===== config.mk =====
export PLATFORM = sky130hd
export DESIGN_NAME = serial_add_ctrl
export DESIGN_NICKNAME = d
export VERILOG_FILES = /design/src/rtl/serial_add_pkg.sv /design/src/rtl/serial_add_cell.sv /design/src/rtl/serial_add_ctrl.sv
export SDC_FILE = /design/constraint.sdc
export NUM_CORES = 1
export LEC_CHECK = 0
export BUFFER_PORTS_ARGS = -buffer_cell sky130_fd_sc_hd__buf_2
export CORE_ASPECT_RATIO = 0.9
export CORE_UTILIZATION = 46
export CTS_CLUSTER_SIZE = 25
export DETAILED_ROUTE_END_ITERATION = 10
export PLACE_DENSITY = 0.76
export SETUP_SLACK_MARGIN = 0.15
export SYNTH_ARGS = -nofsm -noshare
export SYNTH_HDL_FRONTEND = slang
export SYNTH_SLANG_ARGS = --single-unit

===== constraint.sdc =====
create_clock -name clk -period 1.88 [get_ports clk]
set_input_delay 0.188 -clock clk [delete_from_list [all_inputs] [get_ports clk]]
set_output_delay 0.188 -clock clk [all_outputs]
set_load 0.02 [all_outputs]

===== src/rtl/serial_add_pkg.sv =====
// Shared definitions for the bit-serial adder controller: state encodings and
// the bit-counter width helper.
package serial_add_pkg;

    localparam logic [1:0] ST_IDLE = 2'd0;
    localparam logic [1:0] ST_RUN  = 2'd1;
    localparam logic [1:0] ST_DONE = 2'd2;

    // A one-bit counter is still needed when WIDTH is 1.
    function automatic int unsigned cnt_width(input int unsigned w);
        return (w < 2) ? 1 : $clog2(w);
    endfunction

endpackage


===== src/rtl/serial_add_cell.sv =====
// Combinational 1-bit full adder; the controller time-multiplexes a single instance.
module serial_add_cell (
    input  logic a_i,
    input  logic b_i,
    input  logic c_i,
    output logic s_o,
    output logic c_o
);

    assign s_o = a_i ^ b_i ^ c_i;
    assign c_o = (a_i & b_i) | (a_i & c_i) | (b_i & c_i);

endmodule


===== src/rtl/serial_add_ctrl.sv =====
// Bit-serial WIDTH-bit adder: valid/ready operand intake, LSB-first ripple over
// WIDTH cycles through one shared adder cell, registered result with valid/ready.
module serial_add_ctrl
    import serial_add_pkg::*;
#(
    parameter int unsigned WIDTH       = 8,
    parameter bit          CARRY_IN_EN = 1'b1
) (
    input  logic             clk,
    input  logic             rst_n,
    input  logic             clr,
    input  logic             in_valid,
    output logic             in_ready,
    input  logic [WIDTH-1:0] a,
    input  logic [WIDTH-1:0] b,
    input  logic             cin,
    output logic             out_valid,
    input  logic             out_ready,
    output logic [WIDTH-1:0] sum,
    output logic             cout,
    output logic             busy
);

    localparam int unsigned     CntW    = cnt_width(WIDTH);
    localparam logic [CntW-1:0] LastBit = CntW'(WIDTH - 1);

    logic [1:0]       state_q, state_d;
    logic [WIDTH-1:0] a_sh_q, a_sh_d;
    logic [WIDTH-1:0] b_sh_q, b_sh_d;
    logic [WIDTH-1:0] acc_q, acc_d;
    logic [WIDTH-1:0] sum_q, sum_d;
    logic             cout_q, cout_d;
    logic             carry_q, carry_d;
    logic [CntW-1:0]  cnt_q, cnt_d;
    logic             cell_s, cell_c;

    serial_add_cell u_cell (
        .a_i (a_sh_q[0]),
        .b_i (b_sh_q[0]),
        .c_i (carry_q),
        .s_o (cell_s),
        .c_o (cell_c)
    );

    always_comb begin
        state_d = state_q;
        a_sh_d  = a_sh_q;
        b_sh_d  = b_sh_q;
        acc_d   = acc_q;
        sum_d   = sum_q;
        cout_d  = cout_q;
        carry_d = carry_q;
        cnt_d   = cnt_q;
        if (clr) begin
            // Abort keeps the last completed result visible on sum/cout.
            state_d = ST_IDLE;
            cnt_d   = '0;
            carry_d = 1'b0;
        end else begin
            case (state_q)
                ST_IDLE: begin
                    if (in_valid) begin
                        a_sh_d  = a;
                        b_sh_d  = b;
                        acc_d   = '0;
                        carry_d = cin & CARRY_IN_EN;
                        cnt_d   = '0;
                        state_d = ST_RUN;
                    end
                end
                ST_RUN: begin
                    a_sh_d           = a_sh_q >> 1;
                    b_sh_d           = b_sh_q >> 1;
                    acc_d            = acc_q >> 1;
                    acc_d[WIDTH-1]   = cell_s;
                    carry_d          = cell_c;
                    cnt_d            = cnt_q + 1'b1;
                    if (cnt_q == LastBit) begin
                        sum_d   = acc_d;
                        cout_d  = cell_c;
                        cnt_d   = '0;
                        state_d = ST_DONE;
                    end
                end
                ST_DONE: begin
                    if (out_ready) begin
                        state_d = ST_IDLE;
                    end
                end
                default: state_d = ST_IDLE;
            endcase
        end
    end

    always_ff @(posedge clk or negedge rst_n) begin
        if (!rst_n) begin
            state_q <= ST_IDLE;
            a_sh_q  <= '0;
            b_sh_q  <= '0;
            acc_q   <= '0;
            sum_q   <= '0;
            cout_q  <= 1'b0;
            carry_q <= 1'b0;
            cnt_q   <= '0;
        end else begin
            state_q <= state_d;
            a_sh_q  <= a_sh_d;
            b_sh_q  <= b_sh_d;
            acc_q   <= acc_d;
            sum_q   <= sum_d;
            cout_q  <= cout_d;
            carry_q <= carry_d;
            cnt_q   <= cnt_d;
        end
    end

    assign in_ready  = (state_q == ST_IDLE);
    assign out_valid = (state_q == ST_DONE);
    assign busy      = (state_q == ST_RUN) || (state_q == ST_DONE);
    assign sum       = sum_q;
    assign cout      = cout_q;

endmodule


After elaboration in Yosys (flattened, before gate mapping). Cells that the tools add are included.

$add $sub $neg: 1. Equality and inequality tests: 7. Mux-type cells: 18. Bitwise operators: 8. Reductions and logical operators: 8.

Operator list (count): $pmux 8 s2 (3); $mux 8 (3); $mux 3 (3); $reduce_and 3->1 (3); $mux 2 (4); $ne 3x3->1 const B (2); $pmux 2 s3 (1); $pmux 3 s2 (1); $add 3x1->3 const B (1); $and 1x1->1 (3); $eq 3x3->1 const B (1); $ne 3x2->1 const B (1); $reduce_bool 3->1 (1); $eq 2x1->1 const B (1); $eq 2x2->1 const B (1); $logic_not 2->1 (1); $mux 1 (2); $ne 2x2->1 const B (1); $or 1x1->1 (2); $pmux 1 s2 (1); $reduce_and 2->1 (1); $reduce_bool 2->1 (1); $xor 1x1->1 (2); $logic_or 1x1->1 (1); $not 1->1 (1).

Bits in registers: 39. Word-level logic and storage cells: 50.

Logic depth before layout (Yosys ltp).
Word-level depth: 5. Mapped depth: 7.

Modules after synthesis. A second synthesis with hierarchy kept.

Cells, all modules: 146. Area, all modules: 1757.9 um^2.

By module, submodules not included: serial_add_ctrl (instances 1, cells each 145, area each 1737.9 um^2, seq. area each 950.9 um^2); serial_add_cell (instances 1, cells each 1, area each 20.0 um^2, seq. area each 0.0 um^2).

Worst setup path after synthesis. No wires, ideal clock.

Path kind: reg-to-reg. Start: register state_q[0]. End: register acc_q[3]. Setup time: 0.121 ns. Data arrival time: 1.615 ns. Required time: 1.759 ns. Setup slack: 0.144 ns. Cell stages (with the launch flop): 8. Period minus slack after synthesis: 1.736 ns. Cell sequence: dfrtp_1 > inv_1 > ha_1 > mux2i_1 > or2_1 > buf_6 > buf_6 > a22o_1.

Word-level cells in the longest chain between the ends: 3. Elaborated cells on any way between the ends: 6. Those cells by class: eq/ne: 2; mux: 1; reduce/logical: 3.

RTL lines: start: declaration (line serial_add_ctrl.sv:27) `logic [1:0] state_q, state_d;`; start signal: assignment (line serial_add_ctrl.sv:106) `state_q <= state_d;`; $logic_not 2->1 *; named net in_ready (line serial_add_ctrl.sv:13) `output logic in_ready,`; $ne 2x2->1 (no line) or $reduce_bool 2->1 (tied branches); $reduce_and 3->1 (no line); end signal: assignment (line serial_add_ctrl.sv:100) `acc_q <= '0;`; end signal: assignment (line serial_add_ctrl.sv:109) `acc_q <= acc_d;`; end: declaration (line serial_add_ctrl.sv:30) `logic [WIDTH-1:0] acc_q, acc_d;`.

The timed path passes the listed nets; every way through them passes the cells marked *. A chain may end at the register's enable or synchronous reset.

Worst setup path after layout.
Start: register state_q[0]. End: register carry_q.

Word-level cells in the longest chain between the ends: 3. Elaborated cells on any way between the ends: 7. Those cells by class: eq/ne: 2; mux: 2; reduce/logical: 3.

RTL lines: $eq 2x1->1 or $logic_not 2->1 (tied branches) (line serial_add_ctrl.sv:60) `case (state_q)`; $pmux 1 s2 (tied with other cells) (line serial_add_ctrl.sv:60); $mux 1 or $reduce_and 2->1 (tied branches); end signal: assignment (line serial_add_ctrl.sv:112) `carry_q <= carry_d;`; end: declaration (line serial_add_ctrl.sv:33) `logic carry_q, carry_d;`.

Parallel ways exist; a longest one is shown, timed or not.

==> metrics.cfg <==
[run_status]
status = complete, no violations

[place]
dp_cells = 218
place_congestion = 0.771
io_buffers = 33
pre_cts_slack_ps = 76.8
hpwl_mm = 2.43
dpl-instance-area_sq_mm = 0.00195

[floorplan]
core-area_sq_mm = 0.00350
num_rows = 20
dieArea_sq_mm = 0.00407
chipHeight_um = 60.6
initial_utilization_pct = 50.2
die_w_um = 67.2
ioPinCount = 34

[logic_synthesis]
syn_nets = 175
async_flop_share_pct = 100
syn_area_per_cell_sq_um = 12.0
ys.flop_type = dfrtp_1
ys_seq_elements = 38
synth_area_sq_mm = 0.00176
syn_inst = 146
netlist.area_leader.share_pct = 54.1
synth_edf_count = 0
ys_top_cells_by_area = dfrtp_1, mux2i_1, o21ai_0, mux2_2, ha_1
yosysSeqAreaShare_pct = 54.1
synth_top_cell_by_area = dfrtp_1
yosys_warnings = 0
synth_cell_types = 28

[setup_path]
crit_type = flop to flop
cp-end-kind = flop
cp.required_ps = 2030
r2r_start = state_q[0]
cp-startpoint = state_q[0]
critPathLaunchType = flop
cp.arrival_ps = 1750
cp_max_fo = 7

[layout]
final_cell_area_sq_mm = 0.00214
nets = 211
final_util_pct = 61.2
syn2layout_area_growth_pct = 22.0
fin_cells = 227
antenna_cells = 0
drive_gt1_share_pct = 33.9

[routing]
initialDrtViolationCount = 69
drtPass1Iterations = 4
drc = 0
via_per_inst = 5.59
vias = 1270
avgRoutedWirePerCell_um = 15.1
ant_nets = 0
drt_wl_total_mm = 3.42

[pwr]
power.leakage_nw = 1.04
peakVddDrop_uv = 700
power_density_mw_per_mm2 = 1290
power_mw = 2.76

[clocking]
cts_buffer_depth = 2
cts_tree = done
cts_root_buffer = clkbuf_8
cts.sinks = 38
cts_inserted_buffers = 5
holdBufCountCts = 0
htree_levels = 2
clk_pin_slew_ps = 80
clkLatencyLatePin_ps = 290

[timing]
fin_hold_ws_ps = 1.48
slew_violations = 0
fin_skew_ps = 8.25
fin_crit_sh_pct = 85.4
rsz0062_at_grt = yes
tns_ps = 0
hold_viol_final = 0
fmax_mhz = 623
worst_pin_slew_ps = 831
layout_min_cycle_time_ps = 1610
finalWorstSetupSlack_ps = 275
finalSetupViolCount = 0
maxSlewHeadroom_pct = 44.6

[global_route]
grt_overflow_total = 0
antenna_found_initial = 0
grt_max_degree = 39
grt_usage_pct = 19.5
grt_pass1_vias = 1254
grt_pass1_wl_mm = 5.73

[hold_path]
hp-class = input pin to async pin

[flow_run]
cap_violations = 0

## layer usage
layer / share of wire (%) / GRT usage, % / vias to the layer above
met5: 0 / 0 / -
met4: 0.53 / 7.29 / 0
met3: 4.6 / 4.70 / 2
met2: 50 / 34.0 / 30
met1: 45 / 23.5 / 637
li1: - / - / 601
## worst paths after layout
kind,end,slack [ps],cells after the start
setup / recovery,carry_q,270,5
hold / removal,acc_q[5],1,1
setup reg to reg,carry_q,270,5
hold reg to reg,sum[6],500,1
max in group asynchronous,acc_q[6],1350,1
min in group clk,b_sh_q[7],160,3
## report_power, final
part           internal [mW]  total, mW  switching (mW)
logic                  0.340      0.763           0.423
clock network          0.566      0.850           0.284
registers               1.03       1.15           0.123
total                   1.93       2.76           0.830
## critical path: stages, from the launching register on
cell and delay, ps:
dfrtp_1 440, inv_2 90, ha_4 190, or2b_1 270, nor2_1 60, a2111oi_1 410
## state kept, by name, summed over array words and instances, names as in the netlist
signal and flops:
b_sh_q 8, sum 8, cnt_q 3, a_sh_q 8
acc_q 7, carry_q 1, state_q 2, cout 1
## kinds of logic (layout without fill, tap and decap cells)
kind of cell / Yosys count / count (layout) / share of synthesized area, %
buf+inv: 12 / 49 / 4.20
mux: 25 / 25 / 14.9
flops: 38 / 38 / 54.1
compound gates: 47 / 47 / 16.2
fa+ha+maj: 7 / 7 / 5.41
simple gates: 17 / 17 / 5.20
## Yosys cell counts (all sizes together), types with 2 or more instances
master / instances
nor3: 2
inv: 3
nand2: 3
nor2: 5
o21ai: 32
mux2i: 16
dfrtp: 38
mux2: 9
buf: 6
a22o: 7
ha: 6
nand2b: 3
clkbuf: 3
a32oi: 3
## cell usage in the layout (no fill, tap or decap), types with 2 or more instances in the layout
| cell | Yosys | layout |
|---|---|---|
| a22o_1 | 7 | 7 |
| a32oi_1 | 3 | 3 |
| buf_2 | 2 | 33 |
| buf_4 | 1 | 3 |
| bufinv_16 | 0 | 2 |
| clkbuf_8 | 0 | 6 |
| dfrtp_1 | 38 | 38 |
| ha_1 | 6 | 4 |
| ha_4 | 0 | 2 |
| inv_2 | 0 | 2 |
| mux2_2 | 9 | 9 |
| mux2i_1 | 16 | 15 |
| nand2_1 | 3 | 3 |
| nand2b_1 | 3 | 3 |
| nor2_1 | 5 | 5 |
| o21ai_0 | 30 | 30 |
| o21ai_1 | 2 | 2 |
## repair_timing
action                     4_1_cts  5_1_grt
resized for setup                1        8
setup endpoints to repair       15       32
cloned                           0        0
setup buffers                    0        1
pin swaps                        0        1
## cell type report
type,count,area (sq um)
Tap cell,44,55.1
Clock buffer,6,82.6
Sequential cell,38,951
Inverter,3,11.3
Multi-Input combinational cell,96,766
Clock inverter,2,60.1
Timing Repair Buffer,38,219
Fill cell,302,1360
Power figures use the tool's default switching activity.
